$ cat config.mk
export PLATFORM = sky130hd
export DESIGN_NAME = main_decoder_pipe
export DESIGN_NICKNAME = d
export VERILOG_FILES = /design/src/rtl/main_decoder_pipe.sv
export SDC_FILE = /design/constraint.sdc
export NUM_CORES = 1
export LEC_CHECK = 0
export CAP_MARGIN = 20
export CORE_UTILIZATION = 50
export DETAILED_ROUTE_END_ITERATION = 7
export GPL_TIMING_DRIVEN = 0
export PLACE_DENSITY_LB_ADDON = 0.1
export SYNTH_ARGS = -nofsm -noshare
export SYNTH_HDL_FRONTEND = slang
export SYNTH_SLANG_ARGS = --single-unit
export TNS_END_PERCENT = 5
$ cat constraint.sdc
create_clock -name i_clk -period 9.8 [get_ports i_clk]
set_input_delay 1.96 -clock i_clk [delete_from_list [all_inputs] [get_ports i_clk]]
set_output_delay 1.96 -clock i_clk [all_outputs]
set_load 0.05 [all_outputs]
$ cat src/rtl/main_decoder_pipe.sv
// -----------------------------------------------------------------------------
// main_decoder_pipe
//
// RV32/RV64 main control decoder followed by a small output queue.
// Each accepted instruction is decoded combinationally from its opcode
// and pushed, together with the raw instruction word, into a FIFO of
// BUF_DEPTH entries. All outputs come from the queue head.
//
// A small FSM (RUN / DRAIN / HALT) stops intake after a trap entry
// (ECALL, EBREAK, or illegal when ILLEGAL_TRAP=1). It lets the queue
// drain up to and including that entry, then halts until i_flush.
//
// Parameters
//   XLEN         : 32 or 64. With 64, the W-opcodes (OP-IMM-32, OP-32) are legal.
//   BUF_DEPTH    : queue entries, 1, 2 or 4.
//   ILLEGAL_TRAP : 1 = an illegal instruction halts like ECALL, 0 = flag only.
//
// Configuration macro
//   ZICSR_EN     : when defined, SYSTEM with funct3 != 000 decodes as a CSR
//                  access (reg_we, result_src 101). When undefined it is illegal.
//
// Ports
//   i_clk, i_rstn           : clock and synchronous active-low reset
//   i_flush                 : redirect. Empties the queue and returns to RUN.
//   i_valid/o_ready/i_instr : upstream handshake and instruction word
//   o_valid/i_ready         : downstream handshake on the queue head
//   o_instr                 : instruction word of the head entry
//   o_imm_src, o_result_src, o_alu_op, o_forward_src, o_trap and 1-bit
//   control outputs         : decoded fields of the head entry
//   o_halted                : block is in HALT
// -----------------------------------------------------------------------------
module main_decoder_pipe #(
  parameter int XLEN         = 64,
  parameter int BUF_DEPTH    = 2,
  parameter int ILLEGAL_TRAP = 1
) (
  input  logic        i_clk,
  input  logic        i_rstn,
  input  logic        i_flush,
  input  logic        i_valid,
  output logic        o_ready,
  input  logic [31:0] i_instr,
  output logic        o_valid,
  input  logic        i_ready,
  output logic [31:0] o_instr,
  output logic [2:0]  o_imm_src,
  output logic [2:0]  o_result_src,
  output logic [2:0]  o_alu_op,
  output logic        o_mem_we,
  output logic        o_reg_we,
  output logic        o_alu_src,
  output logic        o_branch,
  output logic        o_jump,
  output logic        o_pc_target_src,
  output logic        o_mem_access,
  output logic        o_load_instr,
  output logic [1:0]  o_forward_src,
  output logic [1:0]  o_trap,
  output logic        o_halted
);

  localparam int PTR_W = (BUF_DEPTH > 1) ? $clog2(BUF_DEPTH) : 1;
  localparam int CNT_W = $clog2(BUF_DEPTH + 1);

  localparam logic [6:0] OPC_LOAD     = 7'b0000011;
  localparam logic [6:0] OPC_OP_IMM   = 7'b0010011;
  localparam logic [6:0] OPC_OP_IMM32 = 7'b0011011;
  localparam logic [6:0] OPC_AUIPC    = 7'b0010111;
  localparam logic [6:0] OPC_STORE    = 7'b0100011;
  localparam logic [6:0] OPC_OP       = 7'b0110011;
  localparam logic [6:0] OPC_LUI      = 7'b0110111;
  localparam logic [6:0] OPC_OP32     = 7'b0111011;
  localparam logic [6:0] OPC_BRANCH   = 7'b1100011;
  localparam logic [6:0] OPC_JALR     = 7'b1100111;
  localparam logic [6:0] OPC_JAL      = 7'b1101111;
  localparam logic [6:0] OPC_SYSTEM   = 7'b1110011;

  localparam logic [1:0] TRAP_NONE    = 2'b00;
  localparam logic [1:0] TRAP_ECALL   = 2'b01;
  localparam logic [1:0] TRAP_EBREAK  = 2'b10;
  localparam logic [1:0] TRAP_ILLEGAL = 2'b11;

  typedef enum logic [1:0] {
    ST_RUN   = 2'd0,
    ST_DRAIN = 2'd1,
    ST_HALT  = 2'd2
  } state_t;

  typedef struct packed {
    logic [31:0] instr;
    logic [2:0]  imm_src;
    logic [2:0]  result_src;
    logic [2:0]  alu_op;
    logic        mem_we;
    logic        reg_we;
    logic        alu_src;
    logic        branch;
    logic        jump;
    logic        pc_target_src;
    logic        mem_access;
    logic        load_instr;
    logic [1:0]  forward_src;
    logic [1:0]  trap;
  } entry_t;

  entry_t             dec;
  entry_t             head;
  entry_t             mem [BUF_DEPTH];
  logic [PTR_W-1:0]   wr_ptr;
  logic [PTR_W-1:0]   rd_ptr;
  logic [CNT_W-1:0]   count;
  state_t             state;
  logic               push;
  logic               pop;
  logic               dec_is_trap;

  // ---------------------------------------------------------------------------
  // Opcode decode
  // ---------------------------------------------------------------------------
  // NOTE: every field gets a default before the case so that no path leaves a
  // signal unassigned, which would otherwise infer a latch.
  always_comb begin
    dec       = '0;
    dec.instr = i_instr;
    case (i_instr[6:0])
      OPC_LOAD: begin
        dec.reg_we     = 1'b1;
        dec.alu_src    = 1'b1;
        dec.result_src = 3'b001;
        dec.mem_access = 1'b1;
        dec.load_instr = 1'b1;
      end
      OPC_OP_IMM: begin
        dec.reg_we  = 1'b1;
        dec.alu_src = 1'b1;
        dec.alu_op  = 3'b010;
      end
      OPC_OP_IMM32: begin
        if (XLEN == 64) begin
          dec.reg_we  = 1'b1;
          dec.alu_src = 1'b1;
          dec.alu_op  = 3'b011;
        end else begin
          dec.trap = TRAP_ILLEGAL;
        end
      end
      OPC_JALR: begin
        dec.imm_src       = 3'b000;
        dec.reg_we        = 1'b1;
        dec.alu_src       = 1'b1;
        dec.jump          = 1'b1;
        dec.result_src    = 3'b010;
        dec.pc_target_src = 1'b1;
      end
      OPC_JAL: begin
        dec.imm_src    = 3'b011;
        dec.reg_we     = 1'b1;
        dec.jump       = 1'b1;
        dec.result_src = 3'b010;
      end
      OPC_STORE: begin
        dec.imm_src    = 3'b001;
        dec.mem_we     = 1'b1;
        dec.alu_src    = 1'b1;
        dec.mem_access = 1'b1;
      end
      OPC_OP: begin
        dec.reg_we = 1'b1;
        dec.alu_op = 3'b010;
      end
      OPC_OP32: begin
        if (XLEN == 64) begin
          dec.reg_we = 1'b1;
          dec.alu_op = 3'b011;
        end else begin
          dec.trap = TRAP_ILLEGAL;
        end
      end
      OPC_BRANCH: begin
        dec.imm_src = 3'b010;
        dec.branch  = 1'b1;
        dec.alu_op  = 3'b001;
      end
      OPC_AUIPC: begin
        dec.imm_src     = 3'b100;
        dec.reg_we      = 1'b1;
        dec.result_src  = 3'b011;
        dec.forward_src = 2'b01;
      end
      OPC_LUI: begin
        dec.imm_src     = 3'b100;
        dec.reg_we      = 1'b1;
        dec.result_src  = 3'b100;
        dec.forward_src = 2'b10;
      end
      OPC_SYSTEM: begin
        if (i_instr == 32'h0000_0073) begin
          dec.trap = TRAP_ECALL;
        end else if (i_instr == 32'h0010_0073) begin
          dec.trap = TRAP_EBREAK;
        end
`ifdef ZICSR_EN
        else if (i_instr[14:12] != 3'b000) begin
          dec.reg_we     = 1'b1;
          dec.result_src = 3'b101;
        end
`endif
        else begin
          dec.trap = TRAP_ILLEGAL;
        end
      end
      // Any unlisted opcode, including words whose low bits are not 11.
      default: dec.trap = TRAP_ILLEGAL;
    endcase
  end

  // An entry that ends intake: ECALL/EBREAK always, illegal only if configured.
  always_comb begin
    dec_is_trap = (dec.trap == TRAP_ECALL) || (dec.trap == TRAP_EBREAK) ||
                  ((dec.trap == TRAP_ILLEGAL) && (ILLEGAL_TRAP != 0));
  end

  // ---------------------------------------------------------------------------
  // Handshakes
  // ---------------------------------------------------------------------------
  assign o_ready  = (state == ST_RUN) && (count < CNT_W'(BUF_DEPTH));
  assign o_valid  = (count != '0);
  assign o_halted = (state == ST_HALT);
  assign push     = i_valid && o_ready;
  assign pop      = o_valid && i_ready;

  function automatic logic [PTR_W-1:0] ptr_inc(input logic [PTR_W-1:0] p);
    return (p == PTR_W'(BUF_DEPTH - 1)) ? '0 : p + 1'b1;
  endfunction

  // ---------------------------------------------------------------------------
  // Queue storage
  // ---------------------------------------------------------------------------
  // NOTE: the entry array has no reset. An entry is only visible when count
  // covers it, and the outputs are zeroed otherwise, so clearing it buys nothing.
  always_ff @(posedge i_clk) begin
    if (push && i_rstn && !i_flush) begin
      mem[wr_ptr] <= dec;
    end
  end

  // ---------------------------------------------------------------------------
  // Pointers, occupancy and run/drain/halt FSM
  // ---------------------------------------------------------------------------
  // NOTE: all state here uses non-blocking assignments so every register
  // samples pre-edge values regardless of statement order.
  always_ff @(posedge i_clk) begin
    if (!i_rstn || i_flush) begin
      state  <= ST_RUN;
      count  <= '0;
      wr_ptr <= '0;
      rd_ptr <= '0;
    end else begin
      if (push) wr_ptr <= ptr_inc(wr_ptr);
      if (pop)  rd_ptr <= ptr_inc(rd_ptr);

      case ({push, pop})
        2'b10:   count <= count + 1'b1;
        2'b01:   count <= count - 1'b1;
        default: count <= count;
      endcase

      case (state)
        ST_RUN:   if (push && dec_is_trap) state <= ST_DRAIN;
        // The trap entry is always the last in the queue, so popping the
        // final entry in DRAIN retires it.
        ST_DRAIN: if (pop && (count == CNT_W'(1))) state <= ST_HALT;
        ST_HALT:  state <= ST_HALT;
        default:  state <= ST_RUN;
      endcase
    end
  end

  // ---------------------------------------------------------------------------
  // Head outputs, forced to zero when the queue is empty
  // ---------------------------------------------------------------------------
  assign head = o_valid ? mem[rd_ptr] : '0;

  assign o_instr         = head.instr;
  assign o_imm_src       = head.imm_src;
  assign o_result_src    = head.result_src;
  assign o_alu_op        = head.alu_op;
  assign o_mem_we        = head.mem_we;
  assign o_reg_we        = head.reg_we;
  assign o_alu_src       = head.alu_src;
  assign o_branch        = head.branch;
  assign o_jump          = head.jump;
  assign o_pc_target_src = head.pc_target_src;
  assign o_mem_access    = head.mem_access;
  assign o_load_instr    = head.load_instr;
  assign o_forward_src   = head.forward_src;
  assign o_trap          = head.trap;

endmodule

### Yosys cells after proc, flatten, opt, wreduce, memory -nomap -nowiden

Memories as Yosys holds them, arrays and structs flattened. A register that Yosys moved wholly into a read port is not among the register bits.
Cells that the tools add are included.

* register bits: 6
* RAM bits: 104
* bits of input ports: 37
* memories kept: 1

* add/subtract/negate cells: 4
* magnitude comparators: 1
* eq/ne operators: 24
* multiplexer cells: 26
* reductions and logical operators: 24

Memory list
* mem: words 2, width 52, read ports 1, clocked after Yosys merged registers in 1, write ports 1, RTL line 108 `entry_t mem [BUF_DEPTH];`

Operator list (number)
* $mux 53: 1
* $eq 32x21->1 const B: 1
* $eq 32x7->1 const B: 1
* $eq 7x6->1 const B: 4
* $eq 7x7->1 const B: 4
* $pmux 3 s4: 2
* $eq 7x5->1 const B: 3
* $mux 1: 15
* $pmux 2 s2: 3
* $pmux 2 s3: 2
* $reduce_or 11->1: 1
* $reduce_or 2->1: 5
* $reduce_or 9->1: 1
* $eq 2x1->1 const B: 4
* $eq 2x2->1 const B: 4
* $eq 7x2->1 const B: 1
* $logic_and 1x1->1: 7
* $mux 2: 3
* $reduce_or 5->1: 1
* $reduce_bool 2->1: 2
* $logic_or 1x1->1: 3
* $add 1x1->1 const B: 2
* $add 2x1->2 const B: 1
* $logic_not 1->1: 2
* 6 further kinds: 6

### Depth between registers and ports, before layout

* word-level depth: 10
* depth in mapped cells: 8

### Worst setup path after synthesis

No wires, ideal clock.

* path type: input to register
* from: input i_flush
* to: memory mem[0][0] in the netlist's numbering (enable)
* setup time: 0.526 ns
* data arrival time: 5.738 ns
* slack: 3.537 ns
* stages: 2
* buffers on the path: 0
* cells stage by stage: nand2b_1 -> nor3_1

* word-level cells in the longest chain between the ends: 4

RTL lines
* start: declaration: RTL line 39 `input logic i_flush,`
* $logic_not 1->1: RTL line 242 `if (push && i_rstn && !i_flush) begin`
* $logic_and 1x1->1: RTL line 242
* $mux 1: RTL line 242
* $mux 1 (implied by the code): RTL line 243 `mem[wr_ptr] <= dec;`
* end: declaration: RTL line 108

No other way between the ends.

### Final worst setup path

* from: register count[0]
* to: output o_trap[1]

* word-level cells in the longest chain between the ends: 2

RTL lines
* start: declaration: RTL line 111 `logic [CNT_W-1:0] count;`
* start signal: assignment: RTL line 263 `2'b10: count <= count + 1'b1;`
* start signal: assignment: RTL line 264 `2'b01: count <= count - 1'b1;`
* start signal: assignment: RTL line 265 `default: count <= count;`
* $reduce_bool 2->1: RTL line 227 `assign o_valid = (count != '0);`
* $mux 53: RTL line 282 `assign head = o_valid ? mem[rd_ptr] : '0;`
* end: declaration: RTL line 58 `output logic [1:0] o_trap,`

No other way between the ends.

==> impl_metrics.toml <==
[timing]
hold_violations = 0
worst_pin_slew_ns = 0.551
fin_ws_ns = 5.32
rsz0062_at_grt = "no"
tns_ns = 0
slew_viol_final = 0
relSlewSlack_pct = 63.1
finalCritPeriodShare_pct = 45.7
period_needed_ns = 4.48
fin_skew_ns = 0.0114
setup_viol_count_final = 0
fmax_ghz = 0.223

[route]
wire_per_inst_um = 16.5
viasPerCell = 5.20
finalWirelength_mm = 9.29
drt-initial-drc-count = 143
postRouteAntennaNets = 0
dr.pass1.iters = 4
drc_errors = 0
vias = 2922

[power]
p_per_area_nw_per_um2 = 174
p_leak_nw = 2.08
ir_worst_vdd_uv = 75.8
total_power_w = 0.00107

[place]
io_buffers = 91
place_congestion = 0.808
detailed_place_hpwl_mm = 6.79
dpl_worst_slack_ns = 5.70
placed_cell_area_um2 = 5920

[global_routing]
grt_use_total_pct = 20.1
met3_usage_pct = 4.43
overflow = 0
grt_max_degree = 20
grt_antenna_before_repair = 0
grt_pass1_wl_mm = 14.8
gr-usage-met2_pct = 32.9
grt_busiest_layer = "met2"
grtUsageMet1_pct = 26.7
grt_pass1_vias = 2911

[critical_path]
worstPathMaxFanout = 10
path_class = "reg -> out"
ff2ff_setup_slack_ns = 7.72
max_stage_delay_ns = 0.83
reg2reg_from = "state[0]"
crit_chain = "inv_1, ha_1, buf_2, buf_1, nor2_1, clkdlybuf4s50_1"
cp-start-kind = "register"
reg2reg_depth = 7
cp.required_ns = 7.84
crit_arrival_ns = 2.52
cp_slowest_cell = "clkdlybuf4s50_1"
endpoint_kind = "output pin"
reg2reg_to = "mem[1][50]"

[finish]
layout.area.seq_um2 = 3260
drive_gt1_share_pct = 10.9
nets = 490
antenna_cells = 0
stdcell_area_um2 = 6120
multi_input_area_um2 = 1340
fin_util_pct = 66.5
area_growth_syn_to_layout_pct = 29.3
nFillCells = 685

[synth]
synth_edf_count = 104
ys_warn_count = 0
synth_nets = 378
syn_area_um2 = 4730
synth_cells = 334
synth_seq_cells = 111
synthArstFlopShare_pct = 0
synth_cell_types = 44
ys.flop_type = "edfxtp_1"
synth_seq_area_share_pct = 69.0
avgSynthCellArea_um2 = 14.2

[clock_tree]
ctsHtreeMaxLevel = 3
postCtsHoldBufs = 0
post_cts_buffers = 0
cts_made_buffers = 9
post_cts_resize_count = 0
clk_latency_ns = 0.36
clock_path_buffers = 2
clk_pin_slew_ns = 0.11
cts-root-buf = "clkbuf_8"
cts_tree = "done"
numClockSinks = 111

[floorplan]
num_rows = 35
dieWidth_um = 99.3
core_area_um2 = 9200
fp.dieArea_um2 = 9860
start_util_pct = 51.5
ios = 93
die_height_um = 99.3

[hold_path]
min_path_type = "reg -> reg"
min_from = "state[1]"
hold_depth = 2
hold_path_end = "state[1]"

[run]
maxCapViolations = 0

[run_status]
status = "completed"
-- sequential cells by signal (all words and copies together) (netlist names), named ones only --
register  cells
count         2
mem         104
rd_ptr        1
state         2
wr_ptr        1
-- where the power goes --
| group | total, W | internal (W) | switching, W |
|---|---|---|---|
| Sequential | 0.000533 | 0.000529 | 0.00000345 |
| Clock | 0.000280 | 0.000122 | 0.000159 |
| Combinational | 0.000252 | 0.0000863 | 0.000166 |
| Total | 0.00107 | 0.000737 | 0.000328 |
-- worst max-delay path by stage --
stage               startpoint        end  slack, ns  cells after the start
floorplan              i_flush  mem[0][0]       3.54                      2
global placement       i_valid  mem[1][3]       0.93                      3
detailed placement    count[0]  o_trap[0]       5.70                      6
CTS                   count[0]  o_trap[0]       5.28                      6
global route          count[1]  o_trap[0]       5.15                      6
finish                count[0]  o_trap[1]       5.32                      6
-- cells in the final DEF, fill, tap and decap left out, types with 2 or more instances in the layout --
| cell type | instances |
|---|---|
| xor2_1 | 3 |
| clkdlybuf4s50_1 | 91 |
| mux2i_1 | 54 |
| ha_1 | 7 |
| clkbuf_1 | 2 |
| buf_1 | 3 |
| nand2b_1 | 3 |
| inv_1 | 10 |
| nor3_2 | 2 |
| clkbuf_8 | 9 |
| nor4_1 | 4 |
| nand2_1 | 9 |
| dfxtp_1 | 7 |
| nor2_1 | 72 |
| a21oi_1 | 5 |
| xnor2_1 | 2 |
| edfxtp_1 | 104 |
| nor3_1 | 3 |
| inv_6 | 2 |
| buf_4 | 2 |
| buf_8 | 3 |
| buf_6 | 9 |
| nand4_1 | 2 |
| nand3_1 | 3 |
| buf_2 | 9 |
| nor2b_1 | 3 |
-- layer usage --
| metal | up-vias | wire, µm |
|---|---|---|
| met3 | 9 | 405 |
| met2 | 83 | 4570 |
| met1 | 1405 | 4210 |
| met4 | 0 | 99 |
| li1 | 1425 | - |
| met5 | - | 0 |
-- synth_stat cells (all sizes together), types with 2 or more instances --
cell / number / area share, %
edfxtp: 104 / 66
nor2: 73 / 5.9
mux2i: 54 / 11
buf: 16 / 2.0
inv: 11 / 0.87
nand2: 10 / 0.85
dfxtp: 7 / 3.0
ha: 7 / 1.9
a21oi: 5 / 0.53
nor3: 5 / 0.53
nor4: 5 / 0.98
nand2b: 4 / 0.69
nor2b: 4 / 0.69
nand3: 3 / 0.32
xor2: 3 / 0.56
a21boi: 2 / 0.32
clkbuf: 2 / 0.16
nand4: 2 / 0.26
xnor2: 2 / 0.37
-- layout make-up --
cell class,instances,share of cell area (%)
Multi-Input combinational cell,194,21.8
Sequential cell,111,53.3
Buffer,18,1.66
Clock buffer,9,2.02
Inverter,11,0.675
Tap cell,111,2.27
Timing Repair Buffer,101,16.9
Clock inverter,7,1.29
-- through the flow --
step           hold WS (ns)  cells
2_1_floorplan         0.451    334
3_3_place_gp          0.463    536
3_5_place_dp          0.474    546
4_1_cts               0.491    562
5_1_grt               0.509    562
6_report              0.488    562
-- worst max-delay path: cells and delay by family (launching register included) --
kind          cells  cell delay [ns]
simple gates      1             0.22
flops             1             0.40
buf+inv           4             1.36
fa+ha+maj         1             0.18
-- cells by family (layout without fill, tap and decap cells) --
group           count (synthesis)  count (layout)  share of synthesized area [%]
xor+xnor                        5               5                          0.926
simple gates                  112             112                           11.3
buf+inv                        29             146                           3.01
fa+ha+maj                       7               7                           1.85
mux                            54              54                           11.4
compound gates                 15              15                           2.46
flops                         111             111                           69.0
other cells                     1               1                         0.0792
Power figures use the tool's default switching activity.
